## config.mk

```make
export PLATFORM = sky130hd
export DESIGN_NAME = larpix_piso_rx
export DESIGN_NICKNAME = d
export VERILOG_FILES = /design/src/rtl/larpix_piso_rx.sv
export SDC_FILE = /design/constraint.sdc
export NUM_CORES = 1
export LEC_CHECK = 0
export ABC_AREA = 1
export CAP_MARGIN = 20
export CORE_UTILIZATION = 50
export CTS_CLUSTER_SIZE = 14
export DETAILED_ROUTE_END_ITERATION = 16
export PLACE_DENSITY_LB_ADDON = 0.1
export RECOVER_POWER = 50
export SLEW_MARGIN = 20
export SYNTH_ARGS = -nofsm -noshare
export SYNTH_HDL_FRONTEND = slang
export SYNTH_SLANG_ARGS = --single-unit
```

## constraint.sdc

```tcl
create_clock -name clk -period 5.77 [get_ports clk]
set_clock_uncertainty 0.05 [all_clocks]
set_input_delay 1.154 -clock clk [delete_from_list [all_inputs] [get_ports clk]]
set_output_delay 1.154 -clock clk [all_outputs]
set_load 0.05 [all_outputs]
```

## src/rtl/larpix_piso_rx.sv

```systemverilog
// rtl/larpix_piso_rx.sv - UART-framed PISO lane receiver with parity check and FWFT word FIFO
//
// Ports:
//   clk               master clock (same clock as the chip)
//   reset_n           asynchronous active-low reset
//   piso              serial lane from the chip, idles high, asynchronous phase
//   rx_data           head-of-FIFO word, bit 0 = first bit received
//   rx_parity_err     head word failed odd parity
//   rx_valid          head word present
//   rx_ready          consumer accepts the head word
//   fifo_count        words currently held (0..FIFO_DEPTH)
//   overflow_count    saturating count of words dropped on a full FIFO
//   framing_err_count saturating count of packets with a bad stop bit
//   clear_counts      synchronous clear of both error counters

`timescale 1ns/1ps

module larpix_piso_rx #(
    parameter int WIDTH        = 64,
    parameter int CLKS_PER_BIT = 4,
    parameter int FIFO_DEPTH   = 16,
    parameter int CNT_W        = 16
) (
    input  logic                          clk,
    input  logic                          reset_n,
    input  logic                          piso,
    output logic [WIDTH-1:0]              rx_data,
    output logic                          rx_parity_err,
    output logic                          rx_valid,
    input  logic                          rx_ready,
    output logic [$clog2(FIFO_DEPTH):0]   fifo_count,
    output logic [CNT_W-1:0]              overflow_count,
    output logic [CNT_W-1:0]              framing_err_count,
    input  logic                          clear_counts
);

    localparam int TMR_W = $clog2(CLKS_PER_BIT);
    localparam int IDX_W = $clog2(WIDTH);
    localparam int PTR_W = $clog2(FIFO_DEPTH);
    localparam int FCW   = PTR_W + 1;

    localparam logic [TMR_W-1:0] TMR_HALF  = TMR_W'(CLKS_PER_BIT/2 - 1);
    localparam logic [TMR_W-1:0] TMR_FULL  = TMR_W'(CLKS_PER_BIT - 1);
    localparam logic [IDX_W-1:0] IDX_LAST  = IDX_W'(WIDTH - 1);
    localparam logic [FCW-1:0]   DEPTH_CNT = FCW'(FIFO_DEPTH);
    localparam logic [CNT_W-1:0] CNT_MAX   = '1;

    localparam logic [2:0] S_IDLE      = 3'd0;
    localparam logic [2:0] S_START     = 3'd1;
    localparam logic [2:0] S_DATA      = 3'd2;
    localparam logic [2:0] S_STOP      = 3'd3;
    localparam logic [2:0] S_WAIT_IDLE = 3'd4;

    logic             piso_m;
    logic             piso_s;
    logic [2:0]       state;
    logic [TMR_W-1:0] timer;
    logic [IDX_W-1:0] bit_idx;
    logic [WIDTH-1:0] shift;
    logic             tmr_exp;

    // Synchronizer flops reset to the idle-high level so reset never looks like a start bit.
    always_ff @(posedge clk or negedge reset_n) begin
        if (!reset_n) begin
            piso_m <= 1'b1;
            piso_s <= 1'b1;
        end else begin
            piso_m <= piso;
            piso_s <= piso_m;
        end
    end

    assign tmr_exp = (timer == '0);

    always_ff @(posedge clk or negedge reset_n) begin
        if (!reset_n) begin
            state   <= S_IDLE;
            timer   <= '0;
            bit_idx <= '0;
            shift   <= '0;
        end else begin
            case (state)
                S_IDLE: begin
                    if (!piso_s) begin
                        state <= S_START;
                        timer <= TMR_HALF;
                    end
                end
                S_START: begin
                    if (tmr_exp) begin
                        if (!piso_s) begin
                            state   <= S_DATA;
                            bit_idx <= '0;
                            timer   <= TMR_FULL;
                        end else begin
                            // Start bit vanished by mid-bit: a glitch, silently ignored.
                            state <= S_IDLE;
                        end
                    end else begin
                        timer <= timer - TMR_W'(1);
                    end
                end
                S_DATA: begin
                    if (tmr_exp) begin
                        shift[bit_idx] <= piso_s;
                        timer          <= TMR_FULL;
                        if (bit_idx == IDX_LAST) begin
                            state <= S_STOP;
                        end else begin
                            bit_idx <= bit_idx + IDX_W'(1);
                        end
                    end else begin
                        timer <= timer - TMR_W'(1);
                    end
                end
                S_STOP: begin
                    if (tmr_exp) begin
                        state <= piso_s ? S_IDLE : S_WAIT_IDLE;
                    end else begin
                        timer <= timer - TMR_W'(1);
                    end
                end
                S_WAIT_IDLE: begin
                    if (piso_s) begin
                        state <= S_IDLE;
                    end
                end
                default: state <= S_IDLE;
            endcase
        end
    end

    logic stop_sample;
    logic push;
    logic frame_err;
    logic pop;
    logic push_ok;
    logic drop;

    assign stop_sample = (state == S_STOP) && tmr_exp;
    assign push        = stop_sample &  piso_s;
    assign frame_err   = stop_sample & ~piso_s;

    assign rx_valid = (fifo_count != '0);
    assign pop      = rx_valid & rx_ready;
    // A full FIFO still accepts when the head leaves in the same cycle.
    assign push_ok  = push & ((fifo_count != DEPTH_CNT) | pop);
    assign drop     = push & ~push_ok;

    logic [WIDTH:0]   mem [FIFO_DEPTH];
    logic [PTR_W-1:0] wr_ptr;
    logic [PTR_W-1:0] rd_ptr;
    logic [WIDTH:0]   head;

    // Storage is not reset; the head outputs are gated by rx_valid instead.
    always_ff @(posedge clk) begin
        if (push_ok) begin
            mem[wr_ptr] <= {~(^shift), shift};
        end
    end

    always_ff @(posedge clk or negedge reset_n) begin
        if (!reset_n) begin
            wr_ptr     <= '0;
            rd_ptr     <= '0;
            fifo_count <= '0;
        end else begin
            if (push_ok) begin
                wr_ptr <= wr_ptr + PTR_W'(1);
            end
            if (pop) begin
                rd_ptr <= rd_ptr + PTR_W'(1);
            end
            case ({push_ok, pop})
                2'b10:   fifo_count <= fifo_count + FCW'(1);
                2'b01:   fifo_count <= fifo_count - FCW'(1);
                default: fifo_count <= fifo_count;
            endcase
        end
    end

    assign head          = mem[rd_ptr];
    assign rx_data       = rx_valid ? head[WIDTH-1:0] : '0;
    assign rx_parity_err = rx_valid & head[WIDTH];

    // Clear takes priority over a coincident increment.
    always_ff @(posedge clk or negedge reset_n) begin
        if (!reset_n) begin
            overflow_count    <= '0;
            framing_err_count <= '0;
        end else if (clear_counts) begin
            overflow_count    <= '0;
            framing_err_count <= '0;
        end else begin
            if (drop && overflow_count != CNT_MAX) begin
                overflow_count <= overflow_count + CNT_W'(1);
            end
            if (frame_err && framing_err_count != CNT_MAX) begin
                framing_err_count <= framing_err_count + CNT_W'(1);
            end
        end
    end

endmodule

```

## Word level (Yosys, flattened, before mapping)

Memories as Yosys holds them, arrays and structs flattened.
Index checks and enable logic that the tools add are counted.

| storage, ports and cells | value |
|---|---|
| input port bits | 5 |
| bits in writable memories | 1,040 |
| word-level logic and storage cells | 100 |
| register bits | 122 |
| memories | 1 |
| output and inout bits | 103 |

Memories:

| name | depth | width | rd ports | clocked after memory_dff | wr ports | RTL line | text |
|---|---|---|---|---|---|---|---|
| mem | 16 | 65 | 1 | 0 | 1 | 150 | `logic [WIDTH:0] mem [FIFO_DEPTH];` |

| cells by class | value |
|---|---|
| bitwise operators | 10 |
| muxes and demuxes | 31 |
| equal/unequal tests | 20 |
| $add $sub $neg | 8 |
| $lt $le $gt $ge | 2 |
| reduce and logical (&&, ||, !) cells | 17 |

Operators with widths:

| cell | number |
|---|---|
| 64-bit bitwise mux | 1 |
| 16-bit 2-to-1 mux | 4 |
| 64-bit 2-to-1 mux | 1 |
| 64-bit XOR reduction | 1 |
| 16-bit by 1-bit adder with 16-bit output (second input constant) | 2 |
| 16-bit inequality test (second input constant) | 2 |
| 6-bit 2-to-1 mux | 4 |
| 3-bit 2-to-1 mux | 7 |
| 2-bit inequality test (second input constant) | 9 |
| 3-bit case mux with 5 select lines | 1 |
| 2-bit 2-to-1 mux | 6 |
| 6-bit case mux with 2 select lines | 1 |
| 5-bit case mux with 2 select lines | 1 |
| 4-bit by 1-bit adder with 4-bit output (second input constant) | 2 |
| 2-bit case mux with 4 select lines | 1 |
| 2-bit nonzero test | 4 |
| 6-bit by 7-bit < comparator with 1-bit output (second input constant) | 1 |
| 6-bit by 1-bit adder with 6-bit output (second input constant) | 1 |
| 1-bit AND | 6 |
| 1-bit demux with 6-bit select | 1 |
| 3-bit by 2-bit == test with 1-bit output (second input constant) | 2 |
| 6-bit == test (second input constant) | 1 |
| 6-bit by 1-bit greater-or-equal comparator with 1-bit output (second input constant) | 1 |
| 6-bit AND reduction | 1 |
| 20 further kinds | 27 |

## Depth between registers and ports, before layout

Gate-level depths: netlist of the first run.

| logic depth | value |
|---|---|
| word-level depth | 9 |
| mapped depth | 15 |
| gate-level depth less buffers | 15 |

## Least setup slack after synthesis of the first run

Ideal clock, no wire load.

| timing path | value |
|---|---|
| path type | input to register |
| start point | input rx_ready |
| end point | memory mem[11][0] in the netlist's numbering, enable pin |
| stages | 4 |
| setup time | 0.489 ns |
| data arrival time | 4.251 ns |
| required time | 5.231 ns |
| path buffers | 0 |
| slack | 0.981 ns |
| cells stage by stage | nor3_2 nor2_4 nand2_1 nor2_1 |

| between the ends | value |
|---|---|
| word-level cells in the longest chain between the ends | 5 |

Ends and longest elaborated chain:

| element | RTL line | text |
|---|---|---|
| start, declared | 30 | `input logic rx_ready,` |
| 1-bit AND | 145 | `assign pop = rx_valid & rx_ready;` |
| 1-bit bitwise OR | 147 | `assign push_ok = push & ((fifo_count != DEPTH_CNT) \| pop);` |
| 1-bit AND | 147 |  |
| 1-bit 2-to-1 mux | 157 | `if (push_ok) begin` |
| 1-bit 2-to-1 mux (implied by the code) | 158 | `mem[wr_ptr] <= {~(^shift), shift};` |
| end, declared | 150 |  |

Every way passes these cells.

## Worst setup path in the final report of the first run

| timing path | value |
|---|---|
| start point | register rd_ptr[0] |
| end point | output rx_data[4] |

| between the ends | value |
|---|---|
| word-level cells in the longest chain between the ends | 2 |

Ends and longest elaborated chain:

| element | RTL line | text |
|---|---|---|
| start, declared | 152 | `logic [PTR_W-1:0] rd_ptr;` |
| start signal, assigned | 172 | `rd_ptr <= rd_ptr + PTR_W'(1);` |
| memory read 16 x 65 bit | - |  |
| 64-bit 2-to-1 mux | 183 | `assign rx_data = rx_valid ? head[WIDTH-1:0] : '0;` |
| end, declared | 27 | `output logic [WIDTH-1:0] rx_data,` |

Every way passes these cells.

==> results of run 1 <==
per-layer routing:
| layer | part of all wire, % | vias to the layer above | track usage [%] |
|---|---|---|---|
| met5 | 0.0064 | - | 0 |
| met4 | 2.3 | 2 | 7.34 |
| met3 | 6.5 | 187 | 3.40 |
| met2 | 47 | 1131 | 40.8 |
| met1 | 44 | 15500 | 37.2 |
| li1 | - | 14300 | - |
synthesized netlist by cell type (58+ instances only):
| master | number | area share, % |
|---|---|---|
| o21ai_0 | 548 | 5.8 |
| buf_2 | 66 | 0.69 |
| clkbuf_1 | 168 | 1.3 |
| o211ai_1 | 71 | 1.1 |
| dfrtp_1 | 120 | 6.3 |
| nand3_1 | 91 | 0.96 |
| nor2_1 | 588 | 4.6 |
| nand2_1 | 392 | 3.1 |
| inv_1 | 128 | 1.0 |
| a21oi_1 | 145 | 1.5 |
| o22ai_1 | 71 | 0.93 |
| edfxtp_1 | 1040 | 66 |
| o221ai_1 | 190 | 3.5 |
| a31oi_1 | 58 | 0.76 |
through the flow:
| stage | area (µm²) | hold slack, ns | util [%] | total power [mW] | cells |
|---|---|---|---|---|---|
| final | 54000 | 0.308 | 57.5 | 26.8 | 5241 |
| after global routing | 54000 | 0.313 | 57.5 | 28.0 | 5241 |
| after CTS | 54100 | 0.310 | 57.7 | 27.0 | 5240 |
| after detailed placement | 50300 | 0.298 | 53.5 | 19.4 | 5019 |
| after global placement | 50300 | 0.297 | 53.5 | 19.3 | 5019 |
| after floorplan | 47600 | 0.295 | - | 16.1 | 3835 |
logic make-up after synthesis:
family / Yosys count / synth area share, %
adder cells (fa/ha/maj): 13 / 0.357
AND/OR/NAND/NOR: 1133 / 9.74
buffers and inverters: 391 / 3.39
XOR/XNOR: 37 / 0.680
flip-flops: 1162 / 72.0
AO/OA/AOI/OAI: 1098 / 13.8
multiplexers: 1 / 0.0236
critical path: cells and delay by family, from the launching register on:
family | cells | cell delay, ns
buf+inv | 3 | 1.77
compound gates | 3 | 0.68
flops | 1 | 0.67
simple gates | 1 | 0.12
flip-flops by register name, indices dropped and copies added, names as in the netlist:
signal,flops
rd_ptr,4
overflow_count,16
mem,1040
piso_m,1
fifo_count,5
bit_idx,6
timer,2
shift,64
wr_ptr,4
framing_err_count,16
state,3
piso_s,1
layout by cell type (no fill, tap or decap), types with 23 or more instances in the layout:
master              n
a21oi_1           145
a31oi_1            58
buf_12             28
buf_4              42
clkbuf_1           36
clkbuf_16         121
clkdlybuf4s50_1   105
clkinv_2           23
dfrtp_1           116
edfxtp_1         1040
inv_1             126
nand2_1           395
nand3_1            91
nor2_1            574
o211ai_1           71
o21ai_0           549
o221ai_1          190
o22ai_1            71
xor2_1             26
how the worst max path moves through the flow:
stage / start / end / cells after the start
4_1_cts: rd_ptr[0] / rx_data[4] / 7
5_1_grt: rd_ptr[0] / rx_data[28] / 7
3_5_place_dp: rd_ptr[0] / rx_data[4] / 7
6_report: rd_ptr[0] / rx_data[4] / 7
3_3_place_gp: rd_ptr[0] / rx_data[48] / 7
2_1_floorplan: rx_ready / mem[11][0] / 4
area by class of cell:
type	count	area share (%)
Clock buffer	163	6.08
Sequential cell	1162	63.5
Clock inverter	58	1.11
Timing Repair Buffer	181	3.63
Inverter	140	1.02
Tap cell	1254	2.90
Multi-Input combinational cell	2282	21.8
Antenna cell	1	0.00463
report_power, final:
group / switching [mW] / internal [mW] / total, mW / leakage (nW)
clock network: 3.15 / 4.49 / 7.65 / 1.91
registers: 0.292 / 9.26 / 9.55 / 12.6
logic: 6.70 / 2.90 / 9.60 / 5.19
==> flow_metrics.tcl, run 1 <==
set metrics [dict create \
    cp_data_required_time_ns 4.57 \
    critPathMaxFanout 98 \
    grt_use_total_pct 25.7 \
    max_cap_violations 5 \
    fillCellCount 7688 \
    syn_inst 3835 \
    fp.coreArea_um2 93900 \
    clk-insertion-delay-late_ns 0.69 \
    cts_sinks 1162 \
    timing.fmax_ghz 0.191 \
    fin_tns_setup_ns 0 \
    netlist_area_um2 47600 \
    leakage_nw 19.7 \
    min-delay-start "piso_m" \
    die_y_um 311 \
    clock_tree.root_cell "clkbuf_16" \
    crit_type "flop to primary output" \
    antenna_found_initial 2 \
    status "finished with violations" \
    finalCritPeriodShare_pct 90.6 \
    ys_seq_area_share_pct 72.0 \
    p_per_area_nw_per_um2 496 \
    rows 112 \
    max_stage_delay_ns 0.87 \
    min_period_ns 5.23 \
    cts_max_level 3 \
    fin_ws_ns 0.540 \
    postSynthAreaPerCell_um2 12.4 \
    vias_per_cell 5.94 \
    dpl.hpwl_mm 63.7 \
    die_area_um2 96500 \
    postCtsSetupBuffers 0 \
    grt_pass1_wl_mm 188 \
    io_buffer_count 107 \
    top_level_ports 108 \
    synth-seq-cells 1162 \
    synth_edf_count 1040 \
    worstMarginPinSlew_ns 2.82 \
    initial_utilization_pct 50.7 \
    synthDistinctLibCells 45 \
    final_max_slew_viol_count 92 \
    cts_tree "built" \
    path_cells "inv_8, buf_12, o21ai_0, o221ai_1, nand3_1, a21oi_1, clkdlybuf4s50_1" \
    setup_violations 0 \
    worst_setup_path_start_kind "flop" \
    cp.arrival_ns 4.03 \
    multiInputGateArea_um2 11800 \
    clk_pin_slew_worst_paths_ns 0.06 \
    grt_pass1_vias 29900 \
    hold_buffers 0 \
    first_pass_iters 6 \
    grt_max_degree 136 \
    via_count 31100 \
    cpMaxStageDelayCell "clkdlybuf4s50_1" \
    drt-wirelength-per-cell_um 23.7 \
    reg2reg_to "mem[1][42]" \
    reg2reg_setup_slack_ns 1.19 \
    wirelength_mm 124 \
    synthArstFlopShare_pct 10.5 \
    place.gp.congestion 0.810 \
    rsz0062_at_grt "no" \
    syn_nets 3853 \
    areaGrowthSynthToFinish_pct 13.4 \
    cts_made_buffers 118 \
    max_slew_margin_pct -88.2 \
    drt_iter0_drc 3216 \
    ys.flop_type "edfxtp_1" \
    timing.rr.start "timer[0]" \
    post_cts_resized 0 \
    ir_worst_vdd_uv 583 \
    clockBufferDepth 3 \
    crit_path_end_kind "primary output" \
    ff2ff_path_depth 9 \
    violations "capacitance limit, slew limit" \
    hold_end "piso_s" \
    fp.dieW_um 311 \
    hp-class "flop to flop" \
    ys_warn_count 0 \
    grt_overflow_total 0 \
    drtAntennaViolNets 0 \
    layout-drive-gt1-share_pct 7.55 \
    final_nets 3903 \
    regArea_um2 34300 \
    hold_viol 0 \
    dpl_worst_slack_ns 1.21 \
    drc 0 \
    hold_path_depth 0 \
]
(Power assumes the default switching activity.)
==> run 2: changes to the inputs <==
ABC_AREA = 0   (was 1)
CAP_MARGIN = unset   (was 20)
GPL_ROUTABILITY_DRIVEN = 0   (was unset)
==> run 2 against run 1 <==
The flow still finishes with violations (capacitance limit, slew limit). Critical endpoint is now rx_data[17]. Global-route usage is 2.9 points lower. Synthesized area is 3.6% lower. Die area is 3.6% lower. First-iteration DRC count is 38% lower. Worst setup slack worse by 0.099 ns. Combinational power is 25% lower. Register-to-register slack better by 0.20 ns. Critical path depth is 2 lower.
==> flow_metrics.tcl, run 2 <==
set metrics [dict create \
    worstMarginPinSlew_ns 3.73 \
    dpl.hpwl_mm 54.8 \
    pwr-share-seq_pct 40.1 \
    io_buffer_count 107 \
    regArea_um2 34300 \
    rows 110 \
    largest_reg_flops 1040 \
    setup_violations 0 \
    via_count 22400 \
    synth_top_area_share_pct 68.1 \
    grt_pass1_wl_mm 155 \
    path_cells "buf_12, mux4_2, mux4_2, and2_1, clkdlybuf4s50_1" \
    drc 0 \
    min-delay-start "piso_m" \
    antenna_found_initial 4 \
    wirelength_mm 104 \
    leakage_nw 16.8 \
    postSynthAreaPerCell_um2 20.3 \
    areaGrowthSynthToFinish_pct 14.8 \
    hp-class "flop to flop" \
    hold_buffers 0 \
    cts_tree "built" \
    rsz0062_at_grt "no" \
    final_max_slew_viol_count 101 \
    yosysTopAreaCell "edfxtp_1" \
    ys_warn_count 0 \
    final_common_cell "edfxtp_1" \
    synth_commonest_cells "1040 x edfxtp_1, 279 x mux4_2, 120 x dfrtp_1, 94 x a211oi_1, 70 x xnor2_1" \
    top_register "mem" \
    timing.fmax_ghz 0.188 \
    syn_inst 2257 \
    clockBufferDepth 3 \
    cp_data_required_time_ns 4.57 \
    max_slew_margin_pct -149 \
    cpMostUsedCell "mux4_2" \
    switching_share_pct 31.7 \
    min_period_ns 5.33 \
    synth.most_common_cell "edfxtp_1" \
    grt_use_total_pct 22.8 \
    fp.dieW_um 305 \
    holdWs_ns 0.312 \
    p_int_mw 16.7 \
    ys.flop_type "edfxtp_1" \
    reg_top3 "mem (1040), shift (64)" \
    fp.coreArea_um2 90400 \
    power_frac_comb_pct 29.4 \
    ir_worst_vdd_uv 287 \
    grt_overflow_total 0 \
    fin_cells 3705 \
    max_stage_delay_ns 1.09 \
    clock_tree.root_cell "clkbuf_16" \
    grt_max_degree 68 \
    netSwitchingPower_mw 7.77 \
    worst_setup_path_start_kind "flop" \
    syn_nets 2275 \
    cts_max_level 3 \
    drtAntennaViolNets 0 \
    multiInputGateArea_um2 11200 \
    max_cap_violations 2 \
    top_level_ports 108 \
    final_nets 2445 \
    ys_seq_area_share_pct 74.7 \
    utilization_pct 58.3 \
    dp_cells 3484 \
    cp.arrival_ns 4.12 \
    postCtsSetupBuffers 0 \
    drt_iter0_drc 1996 \
    hold_end "piso_s" \
    cts_sinks 1162 \
    critPathMaxFanout 45 \
    clk_pin_slew_worst_paths_ns 0.06 \
    hold_path_depth 0 \
    crit_type "flop to primary output" \
    finalPower_mw 24.5 \
    finalCritPeriodShare_pct 92.4 \
    fin_tns_setup_ns 0 \
    synthArstFlopShare_pct 10.5 \
    synth-seq-cells 1162 \
    netlist_area_um2 45900 \
    drt-wirelength-per-cell_um 28.1 \
    ff2ff_path_depth 6 \
    fillCellCount 6514 \
    initial_utilization_pct 50.7 \
    clk-insertion-delay-late_ns 0.69 \
    violations "capacitance limit, slew limit" \
    layout_common_cells "1040 x edfxtp_1, 279 x mux4_2, 119 x clkbuf_16, 116 x dfrtp_1, 104 x clkdlybuf4s50_1" \
    reg2reg_to "mem[12][58]" \
    first_pass_iters 5 \
    netlist_top_cells_area "edfxtp_1 68%, mux4_2 14%, dfrtp_1 6.5%" \
    cpMaxStageDelayCell "dfrtp_4" \
    die_area_um2 93000 \
    layout-drive-gt1-share_pct 22.8 \
    synth_edf_count 1040 \
    reg2reg_setup_slack_ns 1.39 \
    vias_per_cell 6.04 \
    synthDistinctLibCells 53 \
    power_frac_clock_pct 30.5 \
    post_cts_resized 0 \
    hold_viol 0 \
    status "finished with violations" \
    die_y_um 305 \
    p_per_area_nw_per_um2 465 \
    crit_path_end_kind "primary output" \
    cts_made_buffers 117 \
    timing.rr.start "piso_s" \
    grt_pass1_vias 23100 \
]
-- run 2: changes by cell type in the layout (fill, tap and decap cells not counted), moves of 93 or more --
cell,delta
inv_1,-117
o221ai_1,-190
a21oi_1,-135
nor2_1,-523
nand2_1,-331
mux4_2,+279
a211oi_1,+93
o21ai_0,-497
-- run 2: critical path: cells and delay by family, from the launching register on --
| family | cells | cell delay (ns) |
|---|---|---|
| buffers and inverters | 2 | 1.05 |
| flip-flops | 1 | 1.09 |
| multiplexers | 2 | 1.03 |
| AND/OR/NAND/NOR | 1 | 0.20 |
-- run 2: logic make-up after synthesis --
| family | Yosys count | share of synthesized area [%] |
|---|---|---|
| xor+xnor | 97 | 1.85 |
| buf+inv | 133 | 1.15 |
| flops | 1162 | 74.7 |
| simple gates | 286 | 3.26 |
| compound gates | 202 | 3.02 |
| mux | 364 | 15.6 |
| fa+ha+maj | 13 | 0.371 |
-- run 2: stage by stage --
stage	cell area, µm²	setup WS, ns
after global placement	48900	1.13
final	52700	0.441
after CTS	52700	0.345
after detailed placement	48900	1.11
after floorplan	45900	0.350
after global routing	52700	0.254
-- run 2: worst max path at each step --
| stage | start | end | cells after the start |
|---|---|---|---|
| final | rd_ptr[0] | rx_data[17] | 5 |
| after global routing | rd_ptr[0] | rx_data[17] | 5 |
| after CTS | rd_ptr[0] | rx_data[20] | 5 |
| after detailed placement | rd_ptr[0] | rx_data[17] | 5 |
| after global placement | rd_ptr[0] | rx_data[23] | 5 |
| after floorplan | rx_ready | mem[7][0] | 5 |
-- run 2: metal layers --
| layer | track usage, % | part of all wire [%] | vias to the layer above |
|---|---|---|---|
| met5 | 0 | 0 | - |
| met4 | 5.13 | 1.4 | 0 |
| met3 | 3.29 | 5.6 | 111 |
| met2 | 36.9 | 49 | 664 |
| met1 | 33.0 | 44 | 12000 |
| li1 | - | - | 9589 |
-- run 2: power by group through the flow --
stage / Clock, mW / Combinational (mW) / Sequential, mW
6_report: 7.48 / 7.19 / 9.82
4_1_cts: 7.62 / 7.35 / 9.83
3_5_place_dp: 0 / 7.33 / 10.0
2_1_floorplan: 0 / 5.36 / 9.63
3_3_place_gp: 0 / 7.31 / 9.98
5_1_grt: 7.93 / 7.63 / 9.87
-- run 2: final cells by class --
| class | count | area share [%] |
|---|---|---|
| tap | 1176 | 2.79 |
| timing repair buffer | 174 | 3.51 |
| inverter | 10 | 0.0713 |
| antenna | 1 | 0.00475 |
| clock inverter | 75 | 1.29 |
| multi-input combinational | 962 | 21.3 |
| sequential | 1162 | 65.1 |
| clock buffer | 145 | 5.93 |
